### src/rtl/imem_loader_pkg.sv
// Shared definitions for the instruction-memory boot loader and the memory's write port.
`timescale 1ns/1ps
package imem_loader_pkg;

  localparam int IMEM_DEPTH  = 64;
  localparam int IMEM_ADDR_W = 6;
  localparam int WORD_W      = 32;

  localparam logic [2:0] ST_IDLE  = 3'd0;
  localparam logic [2:0] ST_HDR   = 3'd1;
  localparam logic [2:0] ST_DATA  = 3'd2;
  localparam logic [2:0] ST_WRITE = 3'd3;
  localparam logic [2:0] ST_CSUM  = 3'd4;
  localparam logic [2:0] ST_DONE  = 3'd5;
  localparam logic [2:0] ST_ERR   = 3'd6;

  typedef enum logic [2:0] {
    IDLE  = ST_IDLE,
    HDR   = ST_HDR,
    DATA  = ST_DATA,
    WRITE = ST_WRITE,
    CSUM  = ST_CSUM,
    DONE  = ST_DONE,
    ERR   = ST_ERR
  } loader_state_t;

endpackage

### src/rtl/imem_loader_word_packer.sv
// Assembles little-endian 32-bit words from a byte stream and keeps the running XOR checksum.
`timescale 1ns/1ps
module imem_word_packer
  import imem_loader_pkg::*;
(
  input  logic              clk,
  input  logic              rst,
  input  logic              clear,
  input  logic              load,
  input  logic [7:0]        byte_data,
  output logic [WORD_W-1:0] word_nxt,
  output logic [7:0]        csum,
  output logic              word_full
);

  logic [1:0]        lane;
  logic [WORD_W-1:0] word_q;

  // word_nxt already contains the byte being loaded, so the caller can capture a complete word
  // on the same edge as the fourth byte.
  always_comb begin
    word_nxt = word_q;
    word_nxt[{lane, 3'b000} +: 8] = byte_data;
  end

  assign word_full = load && (lane == 2'd3);

  // The lane counter wraps 3 -> 0 by itself, so no separate restart is needed between words.
  always_ff @(posedge clk) begin
    if (!rst) begin
      lane   <= 2'd0;
      word_q <= '0;
      csum   <= 8'd0;
    end else if (clear) begin
      lane   <= 2'd0;
      word_q <= '0;
      csum   <= 8'd0;
    end else if (load) begin
      lane   <= lane + 2'd1;
      word_q <= word_nxt;
      csum   <= csum ^ byte_data;
    end
  end

endmodule

### src/rtl/imem_loader.sv
// Boot-time loader: receives a framed byte stream, writes the instruction memory and releases
// the core from hold once the image checksum matches.
`timescale 1ns/1ps
module imem_loader
  import imem_loader_pkg::*;
#(
  parameter int DEPTH         = IMEM_DEPTH,
  parameter int ADDR_W        = IMEM_ADDR_W,
  parameter bit HOLD_AT_RESET = 1'b1
) (
  input  logic              clk,
  input  logic              rst,
  input  logic              start,
  input  logic              byte_valid,
  input  logic [7:0]        byte_data,
  output logic              byte_ready,
  output logic              mem_we,
  output logic [ADDR_W-1:0] mem_addr,
  output logic [WORD_W-1:0] mem_wdata,
  output logic              cpu_hold,
  output logic              done,
  output logic              err,
  output logic [ADDR_W:0]   words_loaded
);

  loader_state_t     state, next_state;
  logic [ADDR_W:0]   n_words;
  logic [ADDR_W-1:0] word_idx;
  logic              xfer, hdr_bad, last_word;
  logic              pk_clear, pk_load, pk_full;
  logic [WORD_W-1:0] pk_word_nxt;
  logic [7:0]        pk_csum;

  assign xfer      = byte_valid && byte_ready;
  assign hdr_bad   = (byte_data == 8'd0) || (int'(byte_data) > DEPTH);
  assign last_word = ({1'b0, word_idx} == (n_words - (ADDR_W+1)'(1)));

  imem_word_packer u_packer (
    .clk       (clk),
    .rst       (rst),
    .clear     (pk_clear),
    .load      (pk_load),
    .byte_data (byte_data),
    .word_nxt  (pk_word_nxt),
    .csum      (pk_csum),
    .word_full (pk_full)
  );

  always_comb begin
    next_state = state;
    pk_clear   = 1'b0;
    pk_load    = 1'b0;
    case (state)
      IDLE, DONE, ERR: if (start) next_state = HDR;
      HDR: begin
        if (xfer) begin
          if (hdr_bad) begin
            next_state = ERR;
          end else begin
            pk_clear   = 1'b1;
            next_state = DATA;
          end
        end
      end
      DATA: begin
        if (xfer) begin
          pk_load = 1'b1;
          if (pk_full) next_state = WRITE;
        end
      end
      WRITE: next_state = last_word ? CSUM : DATA;
      CSUM:  if (xfer) next_state = (byte_data == pk_csum) ? DONE : ERR;
      default: next_state = IDLE;
    endcase
  end

  // Outputs are registered from next_state so byte_ready and the status levels never depend
  // combinationally on byte_valid.
  always_ff @(posedge clk) begin
    if (!rst) begin
      state        <= IDLE;
      byte_ready   <= 1'b0;
      mem_we       <= 1'b0;
      mem_addr     <= '0;
      mem_wdata    <= '0;
      cpu_hold     <= HOLD_AT_RESET;
      done         <= 1'b0;
      err          <= 1'b0;
      words_loaded <= '0;
      n_words      <= '0;
      word_idx     <= '0;
    end else begin
      state      <= next_state;
      byte_ready <= (next_state == HDR) || (next_state == DATA) || (next_state == CSUM);
      mem_we     <= (next_state == WRITE);
      done       <= (next_state == DONE);
      err        <= (next_state == ERR);

      case (next_state)
        HDR, ERR: cpu_hold <= 1'b1;
        DONE:     cpu_hold <= 1'b0;
        default:  cpu_hold <= cpu_hold;
      endcase

      if (pk_clear) begin
        n_words  <= byte_data[ADDR_W:0];
        word_idx <= '0;
      end

      if (pk_full) begin
        mem_addr  <= word_idx;
        mem_wdata <= pk_word_nxt;
      end

      if (state == WRITE) begin
        words_loaded <= {1'b0, word_idx} + (ADDR_W+1)'(1);
        if (!last_word) word_idx <= word_idx + ADDR_W'(1);
      end
    end
  end

endmodule

### config.mk
export PLATFORM = sky130hd
export DESIGN_NAME = imem_loader
export DESIGN_NICKNAME = d
export VERILOG_FILES = /design/src/rtl/imem_loader_pkg.sv /design/src/rtl/imem_loader_word_packer.sv /design/src/rtl/imem_loader.sv
export SDC_FILE = /design/constraint.sdc
export NUM_CORES = 1
export LEC_CHECK = 0
export ABC_AREA = 1
export BUFFER_PORTS_ARGS = -buffer_cell sky130_fd_sc_hd__buf_2
export CAP_MARGIN = 20
export CORE_MARGIN = 5
export CORE_UTILIZATION = 55
export CTS_CLUSTER_SIZE = 25
export DETAILED_ROUTE_END_ITERATION = 8
export MAX_ROUTING_LAYER = met4
export PLACE_DENSITY = 0.88
export SETUP_SLACK_MARGIN = 0.15
export SYNTH_ARGS = -nofsm -noshare
export SYNTH_HDL_FRONTEND = slang
export SYNTH_SLANG_ARGS = --single-unit
### constraint.sdc
create_clock -name clk -period 2.5 [get_ports clk]
set_input_delay 0.625 -clock clk [delete_from_list [all_inputs] [get_ports clk]]
set_output_delay 0.625 -clock clk [all_outputs]
set_load 0.01 [all_outputs]
* After elaboration in Yosys (flattened, before gate mapping)
Index checks and enable logic that the tools add are counted.
** Storage, ports and cells
- Bits of input ports :: 12
- Output and inout bits :: 50
- Bits in registers :: 108
** Operators by class
- $lt $le $gt $ge :: 1
- Reductions and logical operators :: 11
- Multiplexer cells :: 19
- Shift-type cells :: 2
- Equal/unequal tests :: 15
- Add/subtract/negate cells :: 5
- Bitwise gates (word level) :: 2
** Operators with widths (number)
- bitwise mux 32 bit :: 1
- variable shift 8 x 7 -> 32 bit (first input constant) :: 1
- indexed part select 8 x 7 -> 32 bit :: 1
- 2-to-1 mux 3 bit :: 7
- equality test 3 bit (second input constant) :: 6
- 2-to-1 mux 6 bit :: 3
- one-hot mux 3 bit (5 select lines) :: 1
- equality test 3 x 2 -> 1 bit (second input constant) :: 4
- equality test 8 bit :: 1
- > comparator 8 x 7 -> 1 bit (second input constant) :: 1
- zero test 8 bit :: 1
- XOR 8 bit :: 1
- adder 6 x 1 -> 7 bit (second input constant) :: 1
- equality test 6 x 7 -> 1 bit :: 1
- negator 5 -> 7 bit :: 1
- subtractor 7 x 1 -> 7 bit (second input constant) :: 1
- adder 6 x 1 -> 6 bit (second input constant) :: 1
- equality test 3 x 1 -> 1 bit (second input constant) :: 2
- 2-to-1 mux 1 bit :: 5
- OR reduction 2 bit :: 2
- zero test 3 bit :: 1
- logical OR 1 bit :: 3
- OR reduction 3 bit :: 1
- adder 2 x 1 -> 2 bit (second input constant) :: 1
- 6 further kinds :: 7

* Logic depth before layout (Yosys ltp)
- Depth after elaboration :: 10
- Gate-level depth with buffers :: 15

* Modules after synthesis
Synthesis repeated with hierarchy kept, for this count alone.
** Second synthesis, totals
- Cells, all modules :: 808
- Area, all modules :: 5328.9 µm²
** By module, submodules not included
- imem_loader :: area each 2966.6 µm², cells each 432, sequential area each 1321.3 µm², times used 1
- imem_word_packer :: area each 2362.3 µm², cells each 376, sequential area each 840.8 µm², times used 1

* Worst setup path after synthesis
Ideal clock, no wire load.
- Path type :: register to register
- Start :: register u_packer.lane[0]
- End :: register mem_wdata[7]
- Library setup time :: 0.070 ns
- Period minus slack after synthesis :: 1.876 ns
- Slack :: 0.624 ns
- Cell stages (with the launch flop) :: 11
- Path buffers :: 2
- Arrival :: 1.805 ns
- Cell sequence :: dfxtp_1 > buf_2 > inv_1 > ha_1 > or2_2 > buf_2 > nor3_1 > a22oi_1 > inv_1 > nand2_1 > a21oi_1
** On the way
- Word-level cells in the longest chain between the ends :: 3
** RTL lines
- start: declaration :: RTL line imem_loader_word_packer.sv:16 : logic [1:0] lane;
- start signal: assignment :: RTL line imem_loader_word_packer.sv:39 : lane <= lane + 2'd1;
- negator 5 -> 7 bit :: RTL line imem_loader_word_packer.sv:23 : word_nxt[{lane, 3'b000} +: 8] = byte_data;
- indexed part select 8 x 7 -> 32 bit / variable shift 8 x 7 -> 32 bit (equally long branches) :: RTL line imem_loader_word_packer.sv:23
- bitwise mux 32 bit :: RTL line imem_loader_word_packer.sv:23
- end signal: assignment :: RTL line imem_loader.sv:112 : mem_wdata <= pk_word_nxt;
- end: declaration :: RTL line imem_loader.sv:19 : output logic [WORD_W-1:0] mem_wdata,
Parallel ways exist; a longest one is shown, timed or not.
A chain may end at the register's enable or synchronous reset.

* Worst setup path in the final report
- Start :: register n_words[0]
- End :: register cpu_hold
** On the way
- Word-level cells in the longest chain between the ends :: 7
** RTL lines
- start: declaration :: RTL line imem_loader.sv:27 : logic [ADDR_W:0] n_words;
- start signal: assignment :: RTL line imem_loader.sv:106 : n_words <= byte_data[ADDR_W:0];
- subtractor 7 x 1 -> 7 bit * :: RTL line imem_loader.sv:36 : assign last_word = ({1'b0, word_idx} == (n_words - (ADDR_W+1)'(1)));
- equality test 6 x 7 -> 1 bit * :: RTL line imem_loader.sv:36
- 2-to-1 mux 3 bit * :: RTL line imem_loader.sv:71 : WRITE: next_state = last_word ? CSUM : DATA;
- one-hot mux 3 bit (5 select lines) * :: RTL line imem_loader.sv:53 : case (state)
- equality test 3 x 1 -> 1 bit / equality test 3 bit (equally long branches) :: RTL line imem_loader.sv:99 : case (next_state)
- OR reduction 2 bit :: RTL line imem_loader.sv:99
- one-hot mux 1 bit (2 select lines) / nonzero test 2 bit (equally long branches)
- end signal: assignment :: RTL line imem_loader.sv:102 : default: cpu_hold <= cpu_hold;
- end: declaration :: RTL line imem_loader.sv:20 : output logic cpu_hold,
Mark *: on every way between the ends. The rest lies on a longest branch, timed or not.

==> metrics.md <==
| Metric | Value |
|---|---|
| Layout area overhead | `12.0%` |
| Max Slew Vio Count | `0` |
| Syn_nets | `approximately 700` |
| Io pins | `62` |
| Reg clk slew, reported paths | `around 0.090 ns` |
| Part of the Yosys area used for sequential elements | `42.5%` |
| Setup CP Type | `reg -> reg` |
| Global-route wire length before repair | `around 19000 um` |
| Pre-CTS setup slack | `between 0.3 and 0.4 ns` |
| Crit start category | `flip-flop` |
| Mapped Area | `approximately 4700 um^2` |
| TNS Setup | `0 ns` |
| Clk Latency, worst-skew pair | `about 0.36 ns` |
| RSZ-0062 raised after global routing | `false` |
| Final WL | `~12000 um` |
| Total CTS buffers | `9` |
| Max VDD drop | `0.000664 V` |
| Max clock buf depth | `2` |
| WL/cell | `between 10 and 15 um` |
| FF+latch count, synth | `100` |
| CTS tree | `done` |
| Row count | `33` |
| Setup ws final | `about 0.42 ns` |
| Vias in the first global route | `between 4000 and 5000` |
| Power per cell area | `approximately 600 nW/um^2` |
| Most area-consuming cells after synthesis | `dfxtp_1 (42%), nand2_1 (15%), a21oi_1 (9.5%)` |
| Fmax | `0.480 GHz` |
| DRC errors left | `0` |
| Int Power | `~2.3 mW` |
| Final core occ | `between 60% and 70%` |
| Setup bufs post-CTS | `0` |
| Final Instance Count excl. Fillers | `roughly 830` |
| Tot Pwr | `between 3 and 4 mW` |
| Die H | `about 100 um` |
| DP Area | `around 5100 um^2` |
| Nets | `744` |
| Post-synth top area share | `a little over two fifths` |
| Leak | `around 2.2 nW` |
| Initial Utilization | `between 50% and 60%` |
| Hold Buf Count CTS | `0` |
| Most common cell after layout, fill and taps aside | `nand2_1` |
| Drt initial violations | `330` |
| Shortest period the worst path allows | `2.08 ns` |
| Final RePlAce weighted congestion | `between 0.9 and 1` |
| Slew @ Worst Pin | `0.546 ns` |
| MaxCap Viol Count | `0` |
| Layout cell share with drive strength beyond 1 | `between 15 and 20%` |
| Core Region | `a little over 8000 um^2` |
| Mapped Cells | `between 600 and 700` |
| Initial antenna violation count | `0` |
| Psw | `~0.84 mW` |
| Layout Skew | `0.0113 ns` |
| Final Hold Slack | `~0.46 ns` |
| Post-route ant nets | `0` |
| Via count | `approximately 4500` |
| Post-CTS resize count | `0` |
| Data arrival, critical path | `between 2 and 2.5 ns` |
| Worst hold-check path type | `reg -> reg` |
| PortBufs | `61` |
| Commonest non-fill, non-tap cells in the layout | `nand2_1 (191), dfxtp_1 (99), a21oi_1 (89)` |
| WP data required | `between 2 and 3 ns` |
| H-Tree Depth | `3` |
| Full die area | `between 10000 and 15000 um^2` |
| Mean number of vias per cell | `5.44` |
| Dpl hpwl | `between 8000 and 9000 um` |
| Final count of hold timing violations | `0` |
| 1st-pass router iterations | `5` |
| Largest net degree at the start of global routing | `48` |
| Ant diodes | `0` |
| Total gr overflow | `0` |
| Yosys top cell by area | `dfxtp_1` |
| Clk pwr share | `a little over a third` |
| Worst-path maximum fanout | `6` |
| Cell Count Post-Placement | `slightly above 800` |
| Final setup fails | `0` |
| CTS root buf | `clkbuf_8` |
| Part of the power in registers | `between 50% and 60%` |
| Fin crit share | `83.3%` |
| Slew headroom | `between 60% and 70%` |
| Global Route Usage Sum | `about 23%` |
| Synth cell types | `32` |
| Crit. End Element | `flip-flop` |
| Gate power share | `a little under an eighth` |
| Final Instance Area | `approximately 5300 um^2` |
| Yosys warning count | `0` |
| Sw Ratio | `26.7%` |
| Post-synthesis average cell area | `a little under 7 um^2` |
| Clk sink count | `100` |
| Die outline width | `roughly 100 um` |
| Status | `finished clean` |
==> cell families (layout without fill, tap and decap cells) <==
| group | after synthesis | in the layout | share of synthesized area [%] |
|---|---|---|---|
| compound gates | 138 | 138 | 15.8 |
| fa+ha+maj | 7 | 7 | 1.86 |
| simple gates | 319 | 319 | 29.0 |
| xor+xnor | 8 | 8 | 1.49 |
| flops | 100 | 100 | 42.5 |
| buf+inv | 106 | 157 | 9.42 |
==> power groups by stage <==
stage	registers, mW	logic, mW	clock network (mW)
global route	1.66	0.411	1.22
global placement	1.69	0.345	0
detailed placement	1.69	0.362	0
finish	1.66	0.368	1.13
CTS	1.66	0.365	1.15
floorplan	1.70	0.263	0
==> final cells by class <==
cell class | count | area, um^2
clock buffers | 10 | 128
well taps | 105 | 131
flip-flops and latches | 100 | 2000
fillers | 705 | 3020
clock inverters | 5 | 85.1
repair buffers | 72 | 400
multi-input cells | 472 | 2270
inverters | 70 | 263
==> registers in the layout, indices dropped and copies added (netlist names) <==
signal / count
u_packer.csum: 8
mem_we: 1
mem_wdata: 32
state: 3
u_packer.lane: 2
mem_addr: 6
u_packer.word_q: 24
cpu_hold: 1
n_words: 7
words_loaded: 7
err: 1
byte_ready: 1
word_idx: 6
done: 1
==> synthesized netlist by cell type, drive strengths merged <==
cell and number:
nor2 64, nand3 42, a22oi 5, ha 7
o21ai 25, nor3 8, a21oi 89, or2 3
buf 19, clkinv 4, nand4 5, o22ai 10
o211ai 1, dfxtp 100, inv 66, o31ai 1
a31oi 1, nand2 197, xnor2 1, xor2 7
clkbuf 17, o32ai 6
==> critical path, stage by stage (launching register included) <==
cell     delay [ns]
dfxtp_1        0.42
inv_1          0.13
ha_1           0.29
nand2_1        0.14
nand2_1        0.06
nand2_1        0.06
nand3_2        0.08
nor2_4         0.14
nand4_1        0.24
nand2_2        0.19
nand2_2        0.08
nand3_2        0.07
nand3_2        0.07
==> routing by layer <==
layer / wire [um] / vias up / global-route usage (%)
met3: 718 / 24 / 4.53
met2: 5610 / 159 / 38.1
li1: - / 2273 / -
met1: 5000 / 2077 / 28.2
met5: 0 / - / -
met4: 227 / 0 / 8.17
==> final timing paths <==
path | start | endpoint | slack (ns) | cells after the start
worst min register to register | mem_wdata[26] | mem_wdata[26] | 0.46 | 2
worst min-delay path | mem_wdata[26] | mem_wdata[26] | 0.46 | 2
worst max-delay path | n_words[0] | cpu_hold | 0.42 | 12
worst max register to register | n_words[0] | cpu_hold | 0.42 | 12
Note: power is estimated with default switching activity, not from simulation.
